### src/rtl/conway_window.sv
// Raster-order 3x3 neighbourhood generator feeding the conway rule.
// Define CONWAY_WINDOW_LIVE_COUNT_EN to add the per-frame live-cell count outputs.
module conway_window #(
    parameter int WIDTH  = 8,
    parameter int HEIGHT = 8
) (
    input  logic                          clk,
    input  logic                          resetn,
    input  logic                          s_valid,
    output logic                          s_ready,
    input  logic                          s_data,
    output logic                          m_valid,
    input  logic                          m_ready,
    output logic                          m_center,
    output logic [7:0]                    m_neighbors,
    output logic [$clog2(WIDTH)-1:0]      m_col,
    output logic [$clog2(HEIGHT)-1:0]     m_row,
    output logic                          m_last
`ifdef CONWAY_WINDOW_LIVE_COUNT_EN
    ,
    output logic [$clog2(WIDTH*HEIGHT+1)-1:0] live_count,
    output logic                          live_count_valid
`endif
);
    localparam int CW   = $clog2(WIDTH);
    localparam int RW   = $clog2(HEIGHT);
    localparam int NC   = WIDTH * HEIGHT;
    localparam int IW   = $clog2(NC);
    localparam int TAPS = 2 * WIDTH + 3;

    localparam logic [CW-1:0] COL_LAST = CW'(WIDTH - 1);
    localparam logic [RW-1:0] ROW_LAST = RW'(HEIGHT - 1);
    localparam logic [IW-1:0] FILL_END = IW'(WIDTH);
    localparam logic [IW-1:0] IN_LAST  = IW'(NC - 1);

    typedef enum logic [1:0] {FILL, RUN, FLUSH} state_t;

    state_t            state;
    state_t            state_nxt;
    logic [TAPS-2:0]   sr;
    logic [TAPS-1:0]   taps;
    logic [IW-1:0]     in_cnt;
    logic [CW-1:0]     col;
    logic [RW-1:0]     row;
    logic [7:0]        nb;
    logic              accept;
    logic              flush_step;
    logic              load;
    logic              shift;
    logic              last_cell;

    always_comb begin
        s_ready = 1'b0;
        unique case (state)
            FILL:    s_ready = resetn;
            RUN:     s_ready = resetn && (!m_valid || m_ready);
            default: s_ready = 1'b0;
        endcase
    end

    assign accept     = s_valid && s_ready;
    assign flush_step = (state == FLUSH) && (!m_valid || m_ready);
    assign load       = ((state == RUN) && accept) || flush_step;
    assign shift      = accept || flush_step;
    assign last_cell  = (row == ROW_LAST) && (col == COL_LAST);

    always_comb begin
        state_nxt = state;
        unique case (state)
            FILL:  if (accept && in_cnt == FILL_END) state_nxt = RUN;
            RUN:   if (accept && in_cnt == IN_LAST) state_nxt = FLUSH;
            FLUSH: if (flush_step && last_cell) state_nxt = FILL;
            default: state_nxt = FILL;
        endcase
    end

    // taps[0] is the incoming cell, taps[WIDTH+1] the centre of the window
    assign taps = {sr, (state == FLUSH) ? 1'b0 : s_data};

    always_comb begin
        nb = {taps[0], taps[1], taps[2],
              taps[WIDTH], taps[WIDTH+2],
              taps[2*WIDTH], taps[2*WIDTH+1], taps[2*WIDTH+2]};
        if (col == '0)       nb = nb & 8'b1101_0110;
        if (col == COL_LAST) nb = nb & 8'b0110_1011;
        if (row == '0)       nb = nb & 8'b1111_1000;
        if (row == ROW_LAST) nb = nb & 8'b0001_1111;
    end

    always_ff @(posedge clk) begin
        if (!resetn) state <= FILL;
        else         state <= state_nxt;
    end

    always_ff @(posedge clk) begin
        if (!resetn) begin
            sr          <= '0;
            in_cnt      <= '0;
            col         <= '0;
            row         <= '0;
            m_valid     <= 1'b0;
            m_center    <= 1'b0;
            m_neighbors <= '0;
            m_col       <= '0;
            m_row       <= '0;
            m_last      <= 1'b0;
        end else begin
            if (shift) sr <= taps[TAPS-2:0];
            if (accept) in_cnt <= (in_cnt == IN_LAST) ? '0 : in_cnt + IW'(1);
            if (load) begin
                m_valid     <= 1'b1;
                m_center    <= taps[WIDTH+1];
                m_neighbors <= nb;
                m_col       <= col;
                m_row       <= row;
                m_last      <= last_cell;
                if (last_cell) begin
                    col <= '0;
                    row <= '0;
                end else if (col == COL_LAST) begin
                    col <= '0;
                    row <= row + RW'(1);
                end else begin
                    col <= col + CW'(1);
                end
            end else if (m_ready) begin
                m_valid <= 1'b0;
            end
        end
    end

`ifdef CONWAY_WINDOW_LIVE_COUNT_EN
    localparam int LW = $clog2(NC + 1);
    logic [LW-1:0] acc;

    always_ff @(posedge clk) begin
        if (!resetn) begin
            acc              <= '0;
            live_count       <= '0;
            live_count_valid <= 1'b0;
        end else begin
            live_count_valid <= 1'b0;
            if (accept) begin
                if (in_cnt == IN_LAST) begin
                    live_count       <= acc + LW'(s_data);
                    live_count_valid <= 1'b1;
                    acc              <= '0;
                end else begin
                    acc <= acc + LW'(s_data);
                end
            end
        end
    end
`endif

endmodule

### config.mk
export PLATFORM = sky130hd
export DESIGN_NAME = conway_window
export DESIGN_NICKNAME = d
export VERILOG_FILES = /design/src/rtl/conway_window.sv
export SDC_FILE = /design/constraint.sdc
export NUM_CORES = 1
export LEC_CHECK = 0
export CAP_MARGIN = 30
export CORE_MARGIN = 2
export CORE_UTILIZATION = 45
export CTS_CLUSTER_SIZE = 14
export DETAILED_ROUTE_END_ITERATION = 12
export GPL_ROUTABILITY_DRIVEN = 1
export PLACE_DENSITY = 0.66
export SYNTH_ARGS = -nofsm -noshare
export SYNTH_HDL_FRONTEND = slang
export SYNTH_SLANG_ARGS = --single-unit
### constraint.sdc
create_clock -name clk -period 3.9 [get_ports clk]
set_clock_uncertainty 0.1 [all_clocks]
set_input_delay 0.39 -clock clk [delete_from_list [all_inputs] [get_ports clk]]
set_output_delay 0.39 -clock clk [all_outputs]
set_load 0.02 [all_outputs]
# Word-level counts from Yosys, hierarchy flattened
# Cells that the tools add are included.
# word_totals
regBits	49
inputBits	5
word_cells	59
# classes
n_addsub	3
eq_ne	9
mux	17
n_reduce_logical	19
# op_table
operator	n
$mux 8	2
$mux 3	5
$mux 6	2
$logic_and 1x1->1	8
$add 3x1->3 const B	2
$add 6x1->6 const B	1
$eq 3x3->1 const B	2
$eq 6x4->1 const B	1
$eq 6x6->1 const B	1
$logic_not 3->1	2
$mux 2	3
$pmux 2 s3	1
$ne 2x2->1 const B	2
$reduce_bool 2->1	2
$logic_or 1x1->1	3
$mux 1	3
$reduce_and 3->1	1
$eq 2x1->1 const B	1
$eq 2x2->1 const B	1
$logic_not 2->1	1
$ne 2x1->1 const B	1
$pmux 1 s2	1
$reduce_and 2->1	1
$logic_not 1->1	1

# Logic depth before layout (Yosys ltp)
# logic_depth
depth_word	8
depth_mapped	6

# Least setup slack after synthesis
# OpenSTA, ideal clock, no wires.
# synth_path
path_type	reg2reg
start	register m_valid
end	register sr[15]
setup_time_ps	119
arrival_ps	1317
required_ps	3681
path_slack_ps	2364
stages_incl_launch_ff	6
cell_sequence	dfxtp_1 nor2b_1 o22ai_1 buf_6 buf_6 mux2i_1
# synth_between
elab_chain_len	6
# synth_rtl
item	line_no	rtl
start: declaration	12	output logic m_valid,
start signal: assignment	101	m_valid <= 1'b0;
start signal: assignment	111	m_valid <= 1'b1;
start signal: assignment	127	m_valid <= 1'b0;
$logic_not 1->1 *	56, 62	
$logic_or 1x1->1 *	56, 62	
$logic_and 1x1->1	56	RUN: s_ready = resetn && (!m_valid || m_ready);
$pmux 1 s2	54	unique case (state)
$logic_and 1x1->1	61	assign accept = s_valid && s_ready;
$logic_or 1x1->1 *	64	assign shift = accept || flush_step;
end signal: assignment	108	if (shift) sr <= taps[TAPS-2:0];
end: declaration	40	logic [TAPS-2:0] sr;
# Mark *: on every way between the ends. The rest lies on a longest branch, timed or not.
# A chain may end at the register's enable or synchronous reset.

# Final worst setup path
# layout_path
start	input m_ready
end	output s_ready
# layout_between
elab_chain_len	3
# layout_rtl
item	line_no	rtl
start: declaration	13	input logic m_ready,
$logic_or 1x1->1	56	
$logic_and 1x1->1	56	
$pmux 1 s2	54	
end: declaration	10	output logic s_ready,
# No other way between the ends.

==> results by stage <==
Outcome:
- The run finished with clean final reports.

GRT:
- For this run, global-route usage on met1 was measured as 21.5%.
- The first global-routing pass estimated 6.33 mm of wire.
- The largest net degree at the start of global routing is 40.
- Summed over all layers, the global routing overflow is 0.
- The layer flagged by global routing as most heavily used is met2.
- In the global route stage, met2 resource usage came out at 23.6%.
- Across every metal layer, demand over resource in global routing totals 15.9%.
- The initial antenna violation count is 0.
- The number of global-route vias before repair is 1,379.
- The met3 usage is 4.64%.

Yosys:
- In the synthesized netlist the dominant register cell turns out to be sky130_fd_sc_hd__dfxtp_1.
- Sorting the synthesized cells by how often they occur yields 49 x sky130_fd_sc_hd__dfxtp_1, 37 x sky130_fd_sc_hd__nand2_1, 22 x sky130_fd_sc_hd__nand3_1.
- Counting every net in the synthesized netlist gives 236.
- The top cell type's share of synthesized area is 47.7%.
- Of all flip-flops after synthesis, the portion carrying an async set or reset was 0%.
- The number of synthesized flops with an enable pin is 0.
- Yosys printed 0 warnings.
- The number of distinct library cells after synthesis is 36.
- In the post-synthesis netlist, the biggest area contributors are sky130_fd_sc_hd__dfxtp_1 48%, sky130_fd_sc_hd__mux2i_1 10%, sky130_fd_sc_hd__nand2_1 6.8%.
- Synthesis handed over a netlist of 223 instances.
- The number of synthesized register bits is 49.
- The register area share after synthesis is 47.7%.
- Each instance of the synthesized netlist takes up on average 9.22 um2.
- The most instantiated library cell after synthesis is sky130_fd_sc_hd__dfxtp_1.
- sky130_fd_sc_hd__dfxtp_1 takes more of the synthesized area than any other cell.
- The cell area that synthesis handed to floorplanning was 2060 um2.

Floorplan:
- The cell row count is 24.
- The die covers 5130 um2.
- The top-level I/O count is 23.
- The floorplan step set the die height to 71.6 um.
- Measured along the x axis, the die boundary spans 71.6 um.
- The total area inside the core boundary comes to 4380 um2.
- The initial standard-cell utilization of the core is 46.9%.

Worst hold path:
- The worst hold path belongs to the class reg2reg.

Worst setup path:
- Data on the critical path is required at its endpoint by 3.41 ns.
- The type of destination of the critical path is a primary output.
- The critical path launch point type is an input pin.
- For this run, the slowest stage of the critical path takes 0.55 ns.
- The highest fanout seen on the critical path is 5.
- The arrival time of the worst setup path is 1.81 ns.
- The most numerous cell on the critical path is sky130_fd_sc_hd__clkdlybuf4s50_1.
- The slowest library cell on the worst path is sky130_fd_sc_hd__clkdlybuf4s50_1.
- The signal on the critical path passes through clkdlybuf4s50_1, nor2b_1, a21oi_1, clkdlybuf4s50_1.
- The setup path with the least slack is of type in2out.

Detailed routing:
- The first TritonRoute pass finished after 4 iterations.
- Across all layers, the routed design uses 1,565 vias.
- The DRC marker count from the first detailed-route iteration is 130.
- The wire length after detailed routing is 3.68 mm.
- The detail-routed net length per standard cell is 12.5 um.
- The post-detailed-route count of antenna-violating nets is 0.
- After detailed routing, the number of remaining DRC violations is 0.
- In the routed layout, each cell is associated on average with a via count of 5.32.

Clock tree:
- The number of buffers on the longest clock path is 2.
- The later pin in the worst-skew pair is clocked with a latency of 0.30 ns.
- The clock slew seen by the registers of the worst setup and hold paths is 0.08 ns.
- The CTS tree is built.
- The total CTS buffers is 5.
- The root buffer cell is sky130_fd_sc_hd__clkbuf_8.
- The quantity of gates resized following cts is 0.
- Once the clock tree was built, the setup fixing pass inserted 0 buffers.
- The sink count of the clock tree is 49.
- The CTS H-tree depth is 2.
- The count of hold buffers inserted by post-cts repair is 0.

Power:
- In this run the power density over the cells is 398 nW/um2.
- The worst supply voltage drop on vdd is 0.212 mV.
- For this design the static power due to leakage is 0.915 nW.

Cells and area:
- The repair_antennas step left the layout with diodes totalling 0.
- The fraction of layout cells with a size suffix above 1 is 6.20%.
- Summing all flip-flop and latch instances after layout gives 981 um2.
- Counting the fill cells in the layout gives 407.
- The multi-input combinational cells in the finished layout cover a total of 991 um2.
- The post-route non-filler standard cell count is 294.
- Compared with the post-synthesis result, the final layout area differs by 17.9%.
- The count of nets after finishing is 254.

Placement:
- Input and output buffers added on the ports amount to 22.
- Detailed placement finished with a half-perimeter wire length of 2.53 mm.
- The number of placed instances, taps included, is 286.
- The final weighted congestion in routability-driven placement is 0.805.

STA:
- Derived from the worst setup path, the maximum achievable clock frequency is 435 MHz.
- The share of the clock period used by the worst path is 59.0%.
- For the pin with the worst max-slew slack, the measured transition is 0.809 ns.
- The worst hold-check slack is 0.352 ns.
- Setup violations remaining at the end of the flow were counted as 0.
- The final-report max-slew violation count is 0.
- Setup repair after global routing left no endpoint under its margin.
- Measured against its own limit, the worst slew margin works out to 46.0%.
- After routing, the total negative slack on setup checks comes to 0 ns.
- Subtracting the final worst setup slack from the clock period gives 2.30 ns.
- The final hold violation count is 0.

Run:
- The number of max-cap violations is 0.
[sequential cells by signal, summed over array words and instances, names as in the netlist, 2 cells and up]
register	flops
col	3
sr	18
state	2
m_row	3
m_col	3
in_cnt	6
m_neighbors	8
row	3
[worst paths after layout]
path | startpoint | end | slack, ns | depth (start not counted)
worst min register to register | m_neighbors[4] | m_neighbors[4] | 0.35 | 2
worst min-delay path | m_neighbors[4] | m_neighbors[4] | 0.35 | 2
worst max-delay path | m_ready | s_ready | 1.60 | 4
worst max register to register | m_valid | m_last | 2.03 | 3
[cell type report]
cell class | count | area share, %
Multi-Input combinational cell | 155 | 40.9
Tap cell | 52 | 2.68
Inverter | 6 | 0.929
Clock buffer | 5 | 2.84
Sequential cell | 49 | 40.5
Clock inverter | 3 | 2.68
Timing Repair Buffer | 24 | 9.50
[kinds of logic (layout without fill, tap and decap cells)]
logic type	count (synthesis)	after routing	synth area share, %
simple gates	87	87	21.4
flops	49	49	47.7
compound gates	38	38	11.0
mux	21	21	10.2
buf+inv	19	38	4.38
fa+ha+maj	8	8	4.87
xor+xnor	1	1	0.426
[critical path, delay by kind of cell]
family          cells  cell delay [ns]
simple gates        1             0.33
buf+inv             2             0.97
compound gates      1             0.12
[placed cells by master (no fill, tap or decap), drive strengths merged, types with 5 or more instances in the layout]
master          n
dfxtp          49
nand2          38
nand3          23
mux2i          21
clkdlybuf4s50  21
o21ai          19
ha              8
a21oi           7
inv             6
nand4b          6
nand2b          5
clkbuf          5
[metal layers]
metal	part of all wire (%)	routed length (um)
met1	53	1950
met2	42	1530
met3	3.4	125
met4	1.8	65
met5	0	0
[power breakdown]
part	switching, mW	internal, mW	total (mW)
registers	0.00271	0.503	0.505
logic	0.0244	0.0163	0.0407
clock network	0.164	0.255	0.419
total	0.192	0.773	0.965
[through the flow]
step	setup slack [ns]	instance area [um2]	total power, mW	utilization, %
5_1_grt	1.49	2420	1.00	55.3
3_3_place_gp	1.50	2290	0.557	52.2
2_1_floorplan	2.36	2060	0.549	-
6_report	1.60	2420	0.965	55.3
3_5_place_dp	1.49	2290	0.558	52.2
4_1_cts	1.60	2420	0.976	55.3
No activity file was read; power rests on OpenSTA's default activity.
